==> src/rtl/mem_req_ctrl.sv <==
// mem_req_ctrl: turns one translated pipeline access at a time into a request
// on either the cached (dcache) or uncached (bus) path. It waits for the
// address accept and then the data return, and reports completion with a
// one-cycle resp_valid pulse. A flush cancels the access. If the slave has
// already taken the address, the controller still waits for the data return
// in DROP and then discards it.
module mem_req_ctrl (
    input  logic        clk,
    input  logic        resetn,

    // pipeline request side
    input  logic        req_valid,
    output logic        req_ready,
    input  logic        req_wr,
    input  logic [1:0]  req_size,
    input  logic [3:0]  req_wstrb,
    input  logic [31:0] req_wdata,
    input  logic [31:0] phy_addr,
    input  logic [1:0]  mat,
    input  logic        flush,

    // cached path (dcache)
    output logic        dc_req,
    output logic        dc_wr,
    output logic [1:0]  dc_size,
    output logic [3:0]  dc_wstrb,
    output logic [31:0] dc_addr,
    output logic [31:0] dc_wdata,
    input  logic        dc_addr_ok,
    input  logic        dc_data_ok,
    input  logic [31:0] dc_rdata,

    // uncached path (system bus)
    output logic        uc_req,
    output logic        uc_wr,
    output logic [1:0]  uc_size,
    output logic [3:0]  uc_wstrb,
    output logic [31:0] uc_addr,
    output logic [31:0] uc_wdata,
    input  logic        uc_addr_ok,
    input  logic        uc_data_ok,
    input  logic [31:0] uc_rdata,

    // completion
    output logic        resp_valid,
    output logic [31:0] resp_rdata
);

    typedef enum logic [1:0] {
        S_IDLE = 2'd0,
        S_REQ  = 2'd1,
        S_WAIT = 2'd2,
        S_DROP = 2'd3
    } state_e;

    // Coherent-cached is the only memory type that goes to the dcache.
    localparam logic [1:0] MAT_CACHED = 2'b01;

    state_e      state_q, state_d;

    // Captured request fields. They only change on a handshake, so the
    // request stays stable until the slave accepts it.
    logic        wr_q,     wr_d;
    logic [1:0]  size_q,   size_d;
    logic [3:0]  wstrb_q,  wstrb_d;
    logic [31:0] wdata_q,  wdata_d;
    logic [31:0] addr_q,   addr_d;
    logic        cached_q, cached_d;

    logic        resp_valid_q, resp_valid_d;
    logic [31:0] resp_rdata_q, resp_rdata_d;

    logic        accept;
    logic        sel_addr_ok;
    logic        sel_data_ok;
    logic [31:0] sel_rdata;
    logic        in_req;

    // Only the path chosen at handshake time is listened to; strobes on the
    // other path are ignored.
    always_comb begin
        sel_addr_ok = cached_q ? dc_addr_ok : uc_addr_ok;
        sel_data_ok = cached_q ? dc_data_ok : uc_data_ok;
        sel_rdata   = cached_q ? dc_rdata   : uc_rdata;
    end

    // FSM state register.
    always_ff @(posedge clk or negedge resetn) begin
        if (!resetn) begin
            state_q <= S_IDLE;
        end else begin
            state_q <= state_d;
        end
    end

    // FSM next-state logic.
    always_comb begin
        state_d = state_q;
        case (state_q)
            S_IDLE: begin
                if (accept) begin
                    state_d = S_REQ;
                end
            end
            S_REQ: begin
                // Once the address is taken, data will come back, so a flush
                // in this cycle must still drain it through DROP.
                if (sel_addr_ok) begin
                    state_d = flush ? S_DROP : S_WAIT;
                end else if (flush) begin
                    state_d = S_IDLE;
                end
            end
            S_WAIT: begin
                if (sel_data_ok) begin
                    state_d = S_IDLE;
                end else if (flush) begin
                    state_d = S_DROP;
                end
            end
            S_DROP: begin
                if (sel_data_ok) begin
                    state_d = S_IDLE;
                end
            end
            default: state_d = S_IDLE;
        endcase
    end

    // FSM outputs: handshake ready and per-path request strobes.
    always_comb begin
        req_ready = (state_q == S_IDLE) && !flush;
        accept    = req_valid && req_ready;
        in_req    = (state_q == S_REQ);
        dc_req    = in_req && cached_q;
        uc_req    = in_req && !cached_q;
    end

    // Capture the request fields and the path select on a handshake.
    always_comb begin
        wr_d     = wr_q;
        size_d   = size_q;
        wstrb_d  = wstrb_q;
        wdata_d  = wdata_q;
        addr_d   = addr_q;
        cached_d = cached_q;
        if (accept) begin
            wr_d     = req_wr;
            size_d   = req_size;
            wstrb_d  = req_wstrb;
            wdata_d  = req_wdata;
            addr_d   = phy_addr;
            cached_d = (mat == MAT_CACHED);
        end
    end

    // Request field registers.
    always_ff @(posedge clk or negedge resetn) begin
        if (!resetn) begin
            wr_q     <= 1'b0;
            size_q   <= 2'd0;
            wstrb_q  <= 4'd0;
            wdata_q  <= 32'd0;
            addr_q   <= 32'd0;
            cached_q <= 1'b0;
        end else begin
            wr_q     <= wr_d;
            size_q   <= size_d;
            wstrb_q  <= wstrb_d;
            wdata_q  <= wdata_d;
            addr_q   <= addr_d;
            cached_q <= cached_d;
        end
    end

    // Both paths see the same registered fields; only the req strobe differs.
    always_comb begin
        dc_wr    = wr_q;
        dc_size  = size_q;
        dc_wstrb = wstrb_q;
        dc_addr  = addr_q;
        dc_wdata = wdata_q;
        uc_wr    = wr_q;
        uc_size  = size_q;
        uc_wstrb = wstrb_q;
        uc_addr  = addr_q;
        uc_wdata = wdata_q;
    end

    // Completion: only an unflushed data return in WAIT produces a response.
    // The data is zero outside the pulse and for stores.
    always_comb begin
        resp_valid_d = (state_q == S_WAIT) && sel_data_ok && !flush;
        resp_rdata_d = 32'd0;
        if (resp_valid_d && !wr_q) begin
            resp_rdata_d = sel_rdata;
        end
    end

    // Response registers. The pulse is one cycle because the FSM leaves WAIT
    // in the same cycle.
    always_ff @(posedge clk or negedge resetn) begin
        if (!resetn) begin
            resp_valid_q <= 1'b0;
            resp_rdata_q <= 32'd0;
        end else begin
            resp_valid_q <= resp_valid_d;
            resp_rdata_q <= resp_rdata_d;
        end
    end

    assign resp_valid = resp_valid_q;
    assign resp_rdata = resp_rdata_q;

endmodule

==> config.mk <==
export PLATFORM = sky130hd
export DESIGN_NAME = mem_req_ctrl
export DESIGN_NICKNAME = d
export VERILOG_FILES = /design/src/rtl/mem_req_ctrl.sv
export SDC_FILE = /design/constraint.sdc
export NUM_CORES = 1
export LEC_CHECK = 0
export BUFFER_PORTS_ARGS = -buffer_cell sky130_fd_sc_hd__buf_2
export CORE_AREA = 2 2 126 128
export DETAILED_ROUTE_END_ITERATION = 12
export DIE_AREA = 0 0 128 130
export GPL_ROUTABILITY_DRIVEN = 0
export PLACE_DENSITY = 0.74
export SETUP_SLACK_MARGIN = 0.4
export SLEW_MARGIN = 20
export SYNTH_ARGS = -nofsm -noshare
export SYNTH_HDL_FRONTEND = slang
export SYNTH_SLANG_ARGS = --single-unit
==> constraint.sdc <==
create_clock -name clk -period 1.9 [get_ports clk]
set_input_delay 0.285 -clock clk [delete_from_list [all_inputs] [get_ports clk]]
set_output_delay 0.285 -clock clk [all_outputs]
set_load 0.05 [all_outputs]
==> results.py, run 1 <==
metrics = {
    "critical_path": {
        "r2r-start": "state_q[0]$_DFFE_PN0P_",
        "worst_ep_arrival_time_ps": 1880,
        "path_cells": "nor4b_4 > buf_6 > buf_6 > clkbuf_16 > mux2_4",
        "crit_top_cell": "buf_6",
        "critPathMaxFanout": 5,
        "timing_worst_setup_path_type": "reg2reg",
        "max_stage_delay_ps": 440,
        "end_kind": "register",
        "start_kind": "register",
        "cp_slowest_cell": "dfrtp_2",
        "cp.required_ps": 2130,
        "reg2regPathDepth": 5,
        "r2r-end": "dc_wstrb[1]$_DFFE_PN0P_",
        "reg2reg_slack_ps": 250,
    },
    "yosys": {
        "syn_nets": 494,
        "syn_avg_cell_area_um2": 13.52,
        "synth_area_leader_cell": "dfrtp_1",
        "synth_top_area_share_pct": 56.75,
        "synth_area_leaders": "dfrtp_1 57%, mux2_1 17%, buf_4 11%",
        "seq_area_frac_synth_pct": 56.75,
        "ys_ff_latch": 107,
        "synthMostInstantiatedCell": "dfrtp_1",
        "yosys-top-cells-count": "107 x dfrtp_1, 72 x buf_4, 71 x mux2_1",
        "synthDistinctLibCells": 21,
        "synth_edf_count": 0,
        "netlist_area_um2": 4718,
        "syn_inst": 349,
        "ys.flop_type": "dfrtp_1",
        "async_reset_ff_share_pct": 100.0,
        "yosysWarnings": 0,
    },
    "sta": {
        "tightest_slew_ps": 568.4,
        "whs_ps": -0.2017,
        "slew_headroom_pct": 62.11,
        "finalCritPeriodShare_pct": 87.02,
        "drv_slew": 0,
        "hold_viol": 1,
        "finalSetupViolations": 0,
        "fmax_mhz": 604.8,
        "setup_tns_ps": 0,
        "period_needed_ps": 1653,
        "setup_slack_ps": 246.5,
        "skew_ps": 9.089,
        "rsz0062_at_grt": "true",
    },
    "routing": {
        "wl_per_cell_um": 15.74,
        "viasPerCell": 4.342,
        "drc": 0,
        "dr_total_vias": 3552,
        "drt-initial-drc-count": 53,
        "drtAntennaViolNets": 0,
        "drt-pass1-iter-count": 4,
        "wirelength_um": 12880,
    },
    "cts": {
        "insertion_delay_ps": 350,
        "numCtsBuffers": 9,
        "cts.htree.levels": 3,
        "clock-root-buffer": "clkbuf_16",
        "cts_tree": "yes",
        "hold_buffers": 0,
        "clock_path_buffers": 2,
        "clkSlewWorstSetupHoldPaths_ps": 70,
        "cts_sinks": 107,
    },
    "place": {
        "dpl_cell_area_um2": 6021,
        "dpl_worst_slack_ps": 234.6,
        "hpwl_um": 8721,
        "port_buffers": 322,
    },
    "cells_and_area": {
        "antenna_cells": 0,
        "fin_nets": 767,
        "syn_to_final_growth_pct": 46.70,
        "drive_gt1_share_pct": 66.93,
        "fin_util_pct": 44.87,
        "stdcell_area_um2": 6922,
    },
    "hold_path": {
        "hold_path.class": "in2async",
    },
    "grt": {
        "grt_use_total_pct": 14.67,
        "antenna_found_initial": 0,
        "grt_pass1_wl_um": 18280,
        "grt.overflow.total": 0,
        "grt_max_degree": 108,
        "grt_pass1_vias": 3485,
    },
    "floorplanning": {
        "die_h_um": 130,
        "die_width_um": 128,
        "pin_count": 323,
        "fp-row-count": 46,
        "coreArea_um2": 15420,
        "dieArea_um2": 16640,
        "start_util_pct": 30.59,
    },
    "job": {
        "max-cap-violations": 0,
    },
    "run_status": {
        "violations": "negative hold slack",
        "outcome": "finished with violations",
    },
}
final cells by class:
| cell class | instances | area (µm²) |
|---|---|---|
| Multi-Input combinational cell | 154 | 1607 |
| Tap cell | 192 | 240.2 |
| Sequential cell | 107 | 2681 |
| Inverter | 1 | 3.754 |
| Clock buffer | 11 | 252.7 |
| Fill cell | 1416 | 8503 |
| Clock inverter | 4 | 33.78 |
| Timing Repair Buffer | 349 | 2103 |
critical path, delay by kind of cell, from the launching register on:
family | cells | cell delay, ps
flops | 1 | 440
mux | 1 | 300
simple gates | 1 | 310
buf+inv | 3 | 490
cell families after synthesis:
group,Yosys count,synth area share (%)
buffers and inverters,88,14.05
muxes,105,24.26
DFF,107,56.75
AOI/OAI and AO/OA,4,0.6630
and+or+nand+nor,45,4.270
through the flow:
stage | hold WS, ps | instances
after floorplan | -10.59 | 349
after global placement | 398.5 | 782
after detailed placement | 404.9 | 782
after CTS | 14.57 | 817
after global routing | 48.89 | 818
final | -0.2017 | 818
placed cells by master (no fill, tap or decap), types with 2 or more instances in the layout:
cell type / n
buf_2: 318
dfrtp_1: 104
mux2_4: 44
nor2_1: 33
mux2i_1: 32
mux2_1: 28
clkbuf_16: 10
buf_4: 8
buf_12: 8
buf_16: 6
buf_6: 5
dfrtp_2: 3
buf_8: 3
nor2_4: 2
clkbuf_8: 2
inv_6: 2
registers in the layout (all words and copies together), names as in the netlist:
signal	count
resp_valid	1
dc_size	2
resp_rdata	32
dc_addr	32
state_q	2
dc_wr	1
cached_q	1
dc_wstrb	4
dc_wdata	32
layer usage:
metal,track usage (%),vias up,share of wire (%)
met5,0,-,0
met2,25.73,201,51
li1,-,1644,-
met1,16.55,1694,39
met3,4.715,13,8.4
met4,6.206,0,1.8
repair_timing:
item	in CTS	in global routing
pin swaps	2	1
gates resized for setup	55	23
cloned	6	1
buffers inserted	14	0
setup endpoints to repair	76	108
how the worst max path moves through the flow:
stage	startpoint	endpoint	slack, ps	cells after the start
floorplan	state_q[0]$_DFFE_PN0P_	dc_addr[10]$_DFFE_PN0P_	410	4
detailed placement	flush	dc_wstrb[1]$_DFFE_PN0P_	230	4
global route	state_q[0]$_DFFE_PN0P_	dc_wstrb[1]$_DFFE_PN0P_	180	5
finish	state_q[0]$_DFFE_PN0P_	dc_wstrb[1]$_DFFE_PN0P_	250	5
global placement	flush	dc_wdata[8]$_DFFE_PN0P_	260	4
CTS	state_q[1]$_DFFE_PN0P_	dc_req	260	4
Power of run 1 is not shown: default switching activity piles up to over one toggle a cycle in this logic, so the estimate is an artifact.
==> run 2: changes to the inputs <==
==> constraint.sdc (replaced) <==
create_clock -name clk -period 1.9 [get_ports clk]
set_input_delay 0.38 -clock clk [delete_from_list [all_inputs] [get_ports clk]]
set_output_delay 0.38 -clock clk [all_outputs]
set_load 0.05 [all_outputs]
==> results.py, run 2 (same netlist as run 1, synthesis figures left out) <==
metrics = {
    "run_status": {
        "outcome": "finished, final reports clean",
    },
    "cells_and_area": {
        "multiInputGateArea_um2": 1506,
        "syn_to_final_growth_pct": 41.93,
        "fin_nets": 763,
        "drive_gt1_share_pct": 62.44,
        "final_cells": 816,
        "final_cell_mix": "317 x buf_2, 104 x dfrtp_1, 52 x mux2_1",
        "fillers": 1468,
        "final_common_cell": "buf_2",
        "regArea_um2": 2681,
    },
    "grt": {
        "antenna_found_initial": 0,
        "grt_pass1_vias": 3452,
        "grt_pass1_wl_um": 17950,
        "grt_use_total_pct": 14.33,
        "grt.overflow.total": 0,
        "grt_max_degree": 108,
    },
    "routing": {
        "top_layer_used": "met4",
        "wirelength_um": 12460,
        "wl_met1_um": 4945,
        "viasPerCell": 4.303,
        "routed-wl-met3_um": 983,
        "wl_met2_um": 6300,
        "dr_total_vias": 3511,
        "drc": 0,
        "wl_per_cell_um": 15.27,
        "drt-pass1-iter-count": 4,
        "drtAntennaViolNets": 0,
        "drt-initial-drc-count": 78,
    },
    "floorplanning": {
        "fp-row-count": 46,
        "pin_count": 323,
        "die_h_um": 130,
        "die_width_um": 128,
        "start_util_pct": 30.59,
        "coreArea_um2": 15420,
        "dieArea_um2": 16640,
    },
    "critical_path": {
        "r2r-start": "state_q[1]$_DFFE_PN0P_",
        "reg2regPathDepth": 5,
        "cp.required_ps": 2130,
        "timing_worst_setup_path_type": "reg2reg",
        "start_kind": "register",
        "max_stage_delay_ps": 450,
        "r2r-end": "dc_addr[22]$_DFFE_PN0P_",
        "end_kind": "register",
        "cp_slowest_cell": "dfrtp_2",
        "path_cells": "nor4b_4 > buf_6 > buf_12 > clkbuf_16 > mux2_1",
        "reg2reg_slack_ps": 240,
        "critPathMaxFanout": 5,
        "worst_ep_arrival_time_ps": 1890,
    },
    "place": {
        "dpl_worst_slack_ps": 122.8,
        "post-place-cells": 783,
        "hpwl_um": 8916,
        "port_buffers": 322,
    },
    "sta": {
        "drv_slew": 0,
        "setup_tns_ps": 0,
        "period_needed_ps": 1656,
        "tightest_slew_ps": 572.1,
        "finalCritPeriodShare_pct": 87.15,
        "skew_ps": 6.262,
        "setup_slack_ps": 244.2,
        "rsz0062_at_grt": "true",
        "hold_viol": 0,
        "slew_headroom_pct": 61.86,
        "fmax_mhz": 603.9,
        "finalSetupViolations": 0,
    },
    "hold_path": {
        "hold_path.class": "in2async",
    },
    "job": {
        "max-cap-violations": 0,
    },
    "cts": {
        "clock_path_buffers": 2,
        "clock-root-buffer": "clkbuf_16",
        "cts.htree.levels": 3,
        "insertion_delay_ps": 340,
        "clkSlewWorstSetupHoldPaths_ps": 70,
        "numCtsBuffers": 9,
        "cts_sinks": 107,
        "cts_tree": "yes",
    },
}
==> run 2: worst max path at each step <==
stage	start	endpoint	slack (ps)	cells after the start
global route	state_q[1]$_DFFE_PN0P_	dc_addr[3]$_DFFE_PN0P_	180	5
CTS	state_q[1]$_DFFE_PN0P_	uc_req	270	3
detailed placement	flush	dc_wdata[1]$_DFFE_PN0P_	120	4
floorplan	state_q[1]$_DFFE_PN0P_	req_ready	390	1
global placement	flush	dc_addr[28]$_DFFE_PN0P_	160	4
finish	state_q[1]$_DFFE_PN0P_	dc_addr[22]$_DFFE_PN0P_	240	5
==> run 2: stage by stage <==
stage / utilization [%] / hold WS, ps / instance area (µm²)
floorplan: - / 84.41 / 4736
finish: 43.41 / 99.01 / 6696
global route: 43.40 / 138.9 / 6694
global placement: 39.16 / 482.1 / 6041
detailed placement: 39.16 / 486.8 / 6041
CTS: 42.40 / 114.0 / 6540
==> run 2: final cells by class <==
class	instances	share of cell area (%)
Multi-Input combinational cell	154	22.50
Clock inverter	4	0.5045
Clock buffer	12	3.531
Tap cell	192	3.587
Inverter	1	0.05605
Sequential cell	107	40.04
Antenna cell	1	0.03737
Timing Repair Buffer	345	29.75
==> run 2: what timing repair did <==
action / in CTS / in global routing
gates cloned: 3 / 2
pin swaps: 3 / 2
gates resized for setup: 26 / 17
hold buffers: 0 / 0
buffers inserted: 7 / 4
endpoints found under the setup margin: 75 / 82
==> run 2: worst max-delay path: cells and delay by family (launching register included) <==
kind                   cells  cell delay, ps
buffers and inverters      3             470
flip-flops                 1             450
multiplexers               1             310
AND/OR/NAND/NOR            1             300
==> run 2: routing by layer <==
layer	track usage, %	vias up
li1	-	1635
met1	16.30	1658
met2	25.01	204
met3	4.018	14
met4	6.917	0
met5	0	-
Power of run 2 is left out for the same reason.
==> run 3: changes to the inputs <==
CORE_AREA = unset   (was 2 2 126 128)
CORE_UTILIZATION = 25   (was unset)
DIE_AREA = unset   (was 0 0 128 130)
PLACE_DENSITY = 0.64   (was 0.74)
==> results.py, run 3 (same netlist as run 1, synthesis figures left out) <==
metrics = {
    "critical_path": {
        "timing_worst_setup_path_type": "reg2out",
        "cp_slowest_cell": "dfrtp_2",
        "crit_family": "flip-flops",
        "r2r-start": "state_q[1]$_DFFE_PN0P_",
        "crit_start": "state_q[1]$_DFFE_PN0P_",
        "path_cells": "nand2b_4 > nor2_4 > buf_8",
        "max_stage_delay_ps": 460,
        "cp.buffers_inverters": 1,
        "critPathMaxFanout": 4,
        "cp.required_ps": 1520,
        "worst_ep_arrival_time_ps": 1270,
        "start_kind": "register",
        "end_kind": "primary output",
    },
    "job": {
        "max-cap-violations": 0,
    },
    "cts": {
        "numCtsBuffers": 9,
        "cts_sinks": 107,
        "clock_path_buffers": 2,
        "clock-root-buffer": "clkbuf_16",
        "clkSlewWorstSetupHoldPaths_ps": 80,
        "cts_tree": "yes",
        "insertion_delay_ps": 350,
        "cts.htree.levels": 3,
    },
    "sta": {
        "tightest_slew_ps": 291.0,
        "skew_ps": 13.22,
        "hold_viol": 0,
        "finalCritPeriodShare_pct": 86.87,
        "slew_headroom_pct": 80.04,
        "fmax_mhz": 605.9,
        "rsz0062_at_grt": "true",
        "period_needed_ps": 1651,
        "finalSetupViolations": 0,
        "setup_tns_ps": 0,
        "drv_slew": 0,
    },
    "cells_and_area": {
        "antenna_cells": 0,
        "fillers": 1734,
        "syn_to_final_growth_pct": 50.30,
        "final_common_cell": "buf_2",
        "fin_nets": 769,
        "drive_gt1_share_pct": 67.89,
        "final_cell_mix": "316 x buf_2, 104 x dfrtp_1, 51 x mux2_1",
    },
    "routing": {
        "drc": 0,
        "drtAntennaViolNets": 0,
        "drt-pass1-iter-count": 4,
        "dr_total_vias": 3608,
        "drt-initial-drc-count": 69,
        "viasPerCell": 4.205,
        "wl_per_cell_um": 15.29,
        "wirelength_um": 13120,
    },
    "run_status": {
        "outcome": "finished, final reports clean",
    },
    "floorplanning": {
        "fp-row-count": 49,
        "die_h_um": 139.4,
        "pin_count": 323,
        "start_util_pct": 25.91,
        "dieArea_um2": 19430,
        "die_width_um": 139.4,
        "coreArea_um2": 18210,
    },
    "place": {
        "port_buffers": 322,
        "hpwl_um": 9019,
    },
    "grt": {
        "grt_pass1_wl_um": 18930,
        "antenna_found_initial": 0,
        "grt_max_degree": 53,
        "grt_use_total_pct": 12.97,
        "grt.overflow.total": 0,
        "grt_pass1_vias": 3475,
    },
    "hold_path": {
        "hold_path.class": "in2reg",
        "min-delay-start": "req_wdata[14]",
    },
}
[run 3: repair_timing]
action,in CTS,in global routing
setup buffers,11,2
gates resized for setup,41,66
hold buffers,1,0
endpoints found under the setup margin,107,108
hold endpoints to repair,12,0
pin swaps,4,30
gates cloned,5,3
[run 3: final cells by class]
type                    count  area (µm²)  share of cell area, %
well taps                 229       286.5                  4.040
multi-input cells         154        1729                  24.38
flip-flops and latches    107        2681                  37.81
clock buffers              10       239.0                  3.370
repair buffers            351        2107                  29.71
inverters                   1       3.754                0.05293
clock inverters             6       45.04                 0.6351
[run 3: path summary, 6_finish.rpt]
kind / to / slack (ps) / cells past startpoint
setup / recovery: dc_req / 250 / 3
hold / removal: dc_wdata[14]$_DFFE_PN0P_ / 240 / 2
setup reg to reg: dc_addr[8]$_DFFE_PN0P_ / 250 / 4
hold reg to reg: dc_wdata[31]$_DFFE_PN0P_ / 500 / 1
max in group asynchronous: dc_size[1]$_DFFE_PN0P_ / 890 / 3
min in group asynchronous: dc_wdata[7]$_DFFE_PN0P_ / 450 / 2
[run 3: routing by layer]
layer  share of wire (%)  GRT usage [%]  vias to the layer above
met1                  40          14.97                     1733
met5                   0              0                        -
li1                    -              -                     1655
met2                  51          22.40                      209
met4                 1.7          5.789                        0
met3                 7.6          3.544                       11
[run 3: stage by stage]
| step | worst slack [ps] | cells | utilization (%) | instance area, µm² | hold WS (ps) |
|---|---|---|---|---|---|
| floorplan | 392.0 | 349 | - | 4736 | 84.41 |
| global placement | 171.8 | 820 | 33.50 | 6100 | 254.0 |
| detailed placement | 127.3 | 820 | 33.50 | 6100 | 257.9 |
| CTS | 235.7 | 853 | 37.13 | 6761 | 216.4 |
| global route | 180.3 | 858 | 38.95 | 7092 | 218.7 |
| finish | 249.5 | 858 | 38.95 | 7092 | 239.0 |
Power of run 3 is left out for the same reason.
